File: src/rtl/joypad_pkg.sv
// Shared types, idle value and valid-code tables for the joypad P1 front-end.
package joypad_pkg;

  localparam int JOY_W = 6;

  typedef logic [JOY_W-1:0] joy_vec_t;

  localparam joy_vec_t JOY_IDLE = 6'h3F;

  // Group selects are bits [5:4]; key lines are bits [3:0]. All active-low.
  localparam logic [7:0][JOY_W-1:0] FULL_CODES = {
    6'b101110, 6'b101101, 6'b101011, 6'b100111,
    6'b011110, 6'b011101, 6'b011011, 6'b010111
  };
  localparam logic [1:0][JOY_W-1:0] SEL_CODES = {6'b011111, 6'b101111};
  localparam logic [3:0][JOY_W-1:0] KEY_CODES = {
    6'b111110, 6'b111101, 6'b111011, 6'b110111
  };

  typedef enum logic [1:0] {
    CLS_NONE = 2'd0,
    CLS_FULL = 2'd1,
    CLS_SEL  = 2'd2,
    CLS_KEY  = 2'd3
  } joy_cls_e;

  function automatic joy_cls_e code_class(input joy_vec_t v);
    joy_cls_e cls;
    cls = CLS_NONE;
    for (int i = 0; i < 8; i++) if (v == FULL_CODES[i]) cls = CLS_FULL;
    for (int i = 0; i < 2; i++) if (v == SEL_CODES[i]) cls = CLS_SEL;
    for (int i = 0; i < 4; i++) if (v == KEY_CODES[i]) cls = CLS_KEY;
    return cls;
  endfunction

endpackage

File: src/rtl/joypad_hist_reg.sv
// Free-running history register with asynchronous active-low reset to RST_VAL.
module joypad_hist_reg #(
  parameter int             W       = 6,
  parameter logic [W-1:0]   RST_VAL = '1
) (
  input  logic         clk,
  input  logic         rst_n,
  input  logic [W-1:0] d,
  output logic [W-1:0] q
);

  always_ff @(posedge clk or negedge rst_n) begin
    if (!rst_n) q <= RST_VAL;
    else        q <= d;
  end

endmodule

File: src/rtl/joypad_io_ctrl.sv
// Joypad P1/JOYP resolver: merges single/dual presses against input/output history.
// Build option JOYPAD_TOGGLE_EN: every valid code drives the merged code straight out.
module joypad_io_ctrl
  import joypad_pkg::*;
#(
  parameter int             P_W      = 6,
  parameter logic [P_W-1:0] IDLE_VAL = 6'b111111
) (
  input  logic           Clock,
  input  logic           Reset,
  input  logic [P_W-1:0] iP,
  output logic [P_W-1:0] oP,
  output logic           oIE
);

  joy_vec_t ip_last, op_last;
  joy_vec_t xa, ma, mb, op_res;

  joypad_hist_reg #(.W(P_W), .RST_VAL(IDLE_VAL)) u_ip_hist (
    .clk(Clock), .rst_n(Reset), .d(iP), .q(ip_last)
  );

  joypad_hist_reg #(.W(P_W), .RST_VAL(IDLE_VAL)) u_op_hist (
    .clk(Clock), .rst_n(Reset), .d(oP), .q(op_last)
  );

  // xa marks lines that still agree with what was last reported.
  assign xa = ~(iP ^ op_last);
  assign ma = (&iP) ? iP : xa;
  assign mb = (&xa) ? iP : ma;

`ifdef JOYPAD_TOGGLE_EN
  always_comb begin
    op_res = JOY_IDLE;
    if (code_class(mb) != CLS_NONE) op_res = mb;
  end
`else
  joy_vec_t xb;
  logic     changed;

  assign xb      = ~(iP ^ ip_last);
  assign changed = ~(&xb);

  // Without an input edge the last reported value is held.
  always_comb begin
    op_res = JOY_IDLE;
    case (code_class(mb))
      CLS_FULL: op_res = changed ? mb : op_last;
      CLS_SEL:  op_res = changed ? {mb[5:4], op_last[3:0]} : op_last;
      CLS_KEY:  op_res = changed ? {op_last[5:4], mb[3:0]} : op_last;
      default:  op_res = JOY_IDLE;
    endcase
  end
`endif

  assign oP  = Reset ? op_res : JOY_IDLE;
  assign oIE = ~(&oP);

endmodule

File: config.mk
export PLATFORM = sky130hd
export DESIGN_NAME = joypad_io_ctrl
export DESIGN_NICKNAME = d
export VERILOG_FILES = /design/src/rtl/joypad_pkg.sv /design/src/rtl/joypad_hist_reg.sv /design/src/rtl/joypad_io_ctrl.sv
export SDC_FILE = /design/constraint.sdc
export NUM_CORES = 1
export LEC_CHECK = 0
export BUFFER_PORTS_ARGS = -buffer_cell sky130_fd_sc_hd__buf_2
export CAP_MARGIN = 10
export CORE_MARGIN = 1
export CORE_UTILIZATION = 40
export DETAILED_ROUTE_END_ITERATION = 12
export SLEW_MARGIN = 15
export SYNTH_ARGS = -nofsm -noshare
export SYNTH_HDL_FRONTEND = slang
export SYNTH_HIERARCHICAL = 1
export SYNTH_SLANG_ARGS = --single-unit
File: constraint.sdc
create_clock -name Clock -period 4.8 [get_ports Clock]
set_input_delay 0.72 -clock Clock [delete_from_list [all_inputs] [get_ports Clock]]
set_output_delay 0.72 -clock Clock [all_outputs]
set_load 0.005 [all_outputs]
==> flow_summary_export.csv, run 1 <==
group,metric,value,unit
setup_path,cp_max_fo,10,
drt,wl,2.484,mm
synthesis,ys_seq_elements,12,
synthesis,synthFlopType,"dfstp_2",
layout,layout-drive-gt1-share,29.85,%
timing,clock_skew,0.001961,ns
synthesis,synth_top_area_share,29.61,%
placed_design,place.gp.congestion,0.9012,
drt,drc,0,
worst_hold_path,hp-class,"in -> reg",
setup_path,r2r-end,"u_op_hist/q[2]",
global_route,first_global_vias,885,
setup_path,cp.required,4.08,ns
timing,fin_crit_sh,81.89,%
cts,clockBufferDepth,2,
cts,htreeDepth,1,
timing,setup_ws,0.8692,ns
setup_path,worstSetupPathType,"in -> out",
cts,cts_setup_buffers,0,
layout,design_area,0.001151,mm2
synthesis,yosysTopAreaCell,"dfstp_2",
timing,tns,0,ns
cts,cts_hold_buffers,0,
cts,cts_tree,"done",
synthesis,synth_edf_count,0,
synthesis,synth_area,0.001065,mm2
placed_design,postPlaceCellArea,0.001115,mm2
drt,vias,944,
cts,ctsRootBufferMaster,"clkbuf_4",
die,core-area,0.002500,mm2
synthesis,yosysWarnings,6,
timing,whs,0.6035,ns
synthesis,synth_cell_type_count,41,
synthesis,syn-num-nets,133,
synthesis,synth_common_cells,"nand2_1 (14), dfstp_2 (12), nor2_1 (12), xor2_1 (8), nor3_1 (7)",
cts,clock_latency,0.28,ns
power_and_ir_drop,p_leak,0.4549,nW
cts,clock_sinks,12,
die,die_area,0.002872,mm2
timing,rsz0062_at_grt,"false",
synthesis,synthTopCellsByArea,"dfstp_2 (30%), xor2_1 (6.6%), nand2_1 (4.9%)",
global_route,grt_max_degree,21,
drt,drt_iter0_drc,36,
power_and_ir_drop,seqPwrFrac,42.0,%
worst_hold_path,min_to,"u_ip_hist/q[3]",
drt,antenna_left,0,
setup_path,worstSetupStartpointType,"input port",
worst_hold_path,hold_path.startpoint,"iP[3]",
timing,fin_crit,3.931,ns
setup_path,rrSetupSlack,1.98,ns
timing,setup_violations,0,
die,rows,18,
synthesis,syn_inst,125,
die,die_h,53.60,um
drt,dr.pass1.iters,4,
die,die_w,53.60,um
die,pin_count,15,
global_route,grt_pass1_wl,4.105,mm
layout,antenna_cells,0,
power_and_ir_drop,vdd_drop_max,0.1433,mV
cts,postCtsResizedCells,0,
placed_design,hpwl,1.908,mm
timing,hold_viol,0,
setup_path,worst_setup_path_end_kind,"output pin",
layout,num-nets-final,143,
power_and_ir_drop,power_switching,0.08811,mW
outcome,status,"complete, no violations",
power_and_ir_drop,p_int,0.1858,mW
placed_design,place_ws,0.8741,ns
power_and_ir_drop,switching_share,32.17,%
timing,slew_violations,0,
layout,area_growth,8.108,%
global_route,antenna_found_initial,0,
drt,detail_route.wl_per_cell,15.15,um
timing,relSlewSlack,60.74,%
placed_design,portBuffers,14,
timing,fmax,254.4,MHz
drt,viasPerCell,5.756,
global_route,grt_overflow,0,
power_and_ir_drop,combPwrFrac,27.6,%
synthesis,ys_seq_area_share,29.61,%
power_and_ir_drop,power.density,237.9,mW/mm2
global_route,gr-usage-all-layers,20.39,%
synthesis,avgSynthCellArea,8.518,um2
setup_path,crit_arrival,3.21,ns
cts,path_clk_slew,0.08,ns
synthesis,yosys.cell_count.top_type,"nand2_1",
die,start_util,42.59,%
synthesis,async_flop_share,100.0,%
run,max_cap_viol_count,0,
worst_hold_path,hold_depth,1,
setup_path,ff2ff_path_depth,8,
cts,cts_buffers,3,
power_and_ir_drop,power_frac_clock,30.5,%
timing,worstMarginPinSlew,0.5844,ns
setup_path,r2r_start,"u_op_hist/q[4]",
layer usage:
metal	vias up	wire length (um)	share of wire, %	track usage [%]
li1	471	-	-	-
met3	2	138	5.6	5.367
met1	440	1184	48	26.29
met5	-	0	0	0
met4	0	27	1.1	6.579
met2	31	1133	46	32.92
cell usage in the layout (no fill, tap or decap), types with 5 or more instances in the layout:
master	netlist	routed
a21oi_1	6	6
buf_2	4	14
dfstp_2	12	12
inv_1	5	5
nand2_1	14	14
nor2_1	12	12
nor3_1	7	7
xnor2_1	6	6
xor2_1	8	8
final cells by class:
class                      count  area, um2
fill                         255       1349
multi-input combinational     99      673.1
sequential                    12      315.3
timing repair buffer          14      70.07
tap                           30      37.54
clock buffer                   4      36.28
inverter                       5      18.77
critical path, cell delays in order:
cell and delay, ns:
buf_2 0.15, xor2_1 0.19, nor4_4 0.58, nand2_1 0.17, a22o_1 0.25, a211oi_2 0.35
o22ai_2 0.21, nor3b_2 0.29, a32oi_1 0.12, buf_2 0.17
worst max-delay path by stage:
stage                  to  slack [ns]  startpoint
finish              oP[2]        0.87       iP[0]
global route        oP[3]        0.60       iP[4]
CTS                 oP[2]        0.90       iP[0]
detailed placement  oP[2]        0.87       iP[0]
global placement    oP[0]        0.94       iP[0]
floorplan           oP[0]        1.44       iP[2]
flip-flops by register name, summed over array words and instances, names as in the netlist:
name	flops
u_ip_hist/q	6
u_op_hist/q	6
power by group through the flow:
| stage | Clock, mW | Combinational [mW] | Sequential [mW] |
|---|---|---|---|
| 4_1_cts | 0.0873 | 0.0754 | 0.115 |
| 3_3_place_gp | 0 | 0.0741 | 0.116 |
| 3_5_place_dp | 0 | 0.0750 | 0.116 |
| 2_1_floorplan | 0 | 0.0611 | 0.113 |
| 6_report | 0.0835 | 0.0755 | 0.115 |
| 5_1_grt | 0.0926 | 0.0838 | 0.116 |
logic make-up after synthesis:
family,count (synthesis),synth area share [%]
AND/OR/NAND/NOR,50,25.62
buffers and inverters,14,7.168
flip-flops,12,29.61
XOR/XNOR,14,11.52
AO/OA/AOI/OAI,35,26.09
per-stage QoR:
step           power, mW  utilization, %  instances
6_report          0.2739           46.05        164
5_1_grt           0.2919           46.05        164
4_1_cts           0.2778           46.05        164
3_5_place_dp      0.1914           44.59        160
3_3_place_gp      0.1904           44.59        160
2_1_floorplan     0.1746               -        125
Power figures use the tool's default switching activity.
==> run 2, diff against run 1 <==
clock period = 3.3 ns   (was 4.8 ns; I/O delays follow)
==> run 2 against run 1 <==
Against the previous run:
- the flow now finishes with violations (negative setup slack)
- critical path depth grew 1
- design area grew 34%
- utilization up 16 points
- total power rose by 60%
- clock power increased by 14%
- non-clock buffer count increased by 26
- routed wire length is 30% higher
- via count up 16%
- register-to-register slack worse by 1.3 ns
- hold slack worse by 0.25 ns
- combinational power rose by 130%
- sequential power grew 45%
- critical endpoint is now oIE
==> flow_summary_export.csv, run 2 (synthesis results as in run 1) <==
group,metric,value,unit
setup_path,worst_setup_path_end_kind,"output pin",
timing,fin_crit,3.335,ns
setup_path,r2r-end,"u_op_hist/q[3]",
cts,ctsRootBufferMaster,"clkbuf_4",
layout,utilization,61.86,%
cts,clock_latency,0.29,ns
placed_design,dp.cells,176,
layout,layout-drive-gt1-share,55.35,%
setup_path,worstSetupPathType,"reg -> out",
timing,hold_viol,0,
setup_path,r2r_start,"u_op_hist/q[5]",
layout,reg.largest.list,"u_ip_hist/q x6, u_op_hist/q x6",
cts,cts_tree,"done",
setup_path,critPathBufInv,3,
setup_path,worstSetupStartpointType,"flip-flop",
drt,viasPerCell,5.783,
die,die_area,0.002872,mm2
outcome,violations,"negative setup slack",
timing,setup_violations,5,
setup_path,slowest_delay,0.61,ns
die,start_util,42.59,%
drt,drc,0,
timing,rsz0062_at_grt,"true",
setup_path,cp_slowest_cell,"dfstp_2",
timing,worstMarginPinSlew,0.4822,ns
global_route,grt_pass1_wl,4.623,mm
timing,fmax,299.8,MHz
global_route,gr-usage-all-layers,23.33,%
layout,num-nets-final,169,
power_and_ir_drop,finalPower,0.4389,mW
run,max_cap_viol_count,0,
timing,setup_ws,-0.03537,ns
power_and_ir_drop,vdd_drop_max,0.2465,mV
timing,clock_skew,0.01783,ns
global_route,grtUsageMet2,39.79,%
setup_path,rrSetupSlack,0.68,ns
global_route,use_met3,5.085,%
cts,path_clk_slew,0.09,ns
die,die_w,53.60,um
worst_hold_path,hp-class,"in -> reg",
worst_hold_path,hold_depth,1,
die,die_h,53.60,um
timing,fin_crit_sh,101.1,%
worst_hold_path,hold_path.startpoint,"iP[0]",
layout,antenna_cells,0,
global_route,first_global_vias,969,
timing,slew_violations,0,
die,pin_count,15,
cts,cts_buffers,3,
cts,clockBufferDepth,2,
drt,vias,1093,
setup_path,cp_cell_sequence,"xor2_4 -> nor4_4 -> buf_6 -> buf_6 -> a221o_2 -> nand2_1 -> a21oi_2 -> o22ai_4 -> nor2_1 -> o41a_1 -> buf_2",
worst_hold_path,min_to,"u_ip_hist/q[0]",
drt,drt_iter0_drc,27,
drt,detail_route.wl_per_cell,17.14,um
outcome,status,"finished with violations",
placed_design,portBuffers,14,
global_route,grt_max_degree,21,
power_and_ir_drop,p_leak,0.6250,nW
drt,wl,3.240,mm
setup_path,cp_max_fo,6,
cts,clock_sinks,12,
setup_path,ff2ff_path_depth,10,
global_route,grt_overflow,0,
layout,design_area,0.001546,mm2
drt,antenna_left,0,
setup_path,cp.required,2.80,ns
placed_design,postPlaceCellArea,0.001235,mm2
setup_path,crit_arrival,2.84,ns
layout,area_growth,45.24,%
cts,htreeDepth,1,
timing,relSlewSlack,67.60,%
die,core-area,0.002500,mm2
setup_path,cpMostUsedCell,"buf_6",
power_and_ir_drop,power.density,283.8,mW/mm2
drt,dr.pass1.iters,4,
die,rows,18,
setup_path,crit_family,"compound AO/OA/AOI/OAI gates",
global_route,grt_use_met1,28.84,%
layout,mostFrequentLayoutCell,"buf_4",
placed_design,hpwl,2.118,mm
layout,finalNonFillerCells,189,
placed_design,place.gp.congestion,0.9453,
layout,final_cell_mix,"buf_4 (22), buf_2 (14), nand2_1 (12), dfstp_2 (12), nor2_1 (11)",
global_route,antenna_found_initial,0,
global_route,gr-max-usage-layer,"met2",
## run 2: worst max-delay path by stage
stage,startpoint,endpoint,cells past startpoint
after floorplan,iP[2],oP[0],9
after global placement,iP[4],oP[0],10
after detailed placement,iP[5],oP[0],11
after CTS,u_op_hist/q[0],oP[0],11
after global routing,u_op_hist/q[5],oP[3],10
final,u_op_hist/q[5],oIE,11
## run 2: per-layer routing
metal / wire length [um] / share of wire (%) / vias to the layer above
met5: 0 / 0 / -
met1: 1384 / 43 / 542
li1: - / - / 513
met2: 1669 / 52 / 29
met4: 76 / 2.3 / 0
met3: 109 / 3.4 / 9
## run 2: repair_timing
action	4_1_cts	5_1_grt
resized for setup	9	31
hold buffers	0	0
cloned	0	0
endpoints found under the setup margin	7	7
pin swaps	3	17
setup buffers	1	9
## run 2: metrics by stage
step,hold WS (ns),setup slack (ns),TNS [ns]
3_5_place_dp,0.6023,0.02823,0
2_1_floorplan,0.3472,0.3921,0
3_3_place_gp,0.5817,0.1340,0
6_report,0.3492,-0.03537,-0.1091
4_1_cts,0.3446,0.008382,0
5_1_grt,0.3418,-0.1546,-1.001
## run 2: final cells by class
class | instances | area (um2)
multi-input cells | 99 | 872.1
repair buffers | 40 | 280.3
inverters | 5 | 18.77
flip-flops and latches | 12 | 315.3
clock buffers | 3 | 22.52
well taps | 30 | 37.54
fillers | 214 | 953.4
## run 2: power by group
group	switching (mW)	total, mW	internal [mW]
Combinational	0.0978	0.177	0.0793
Clock	0.0529	0.0953	0.0424
Sequential	0.00654	0.167	0.160
Total	0.157	0.439	0.282
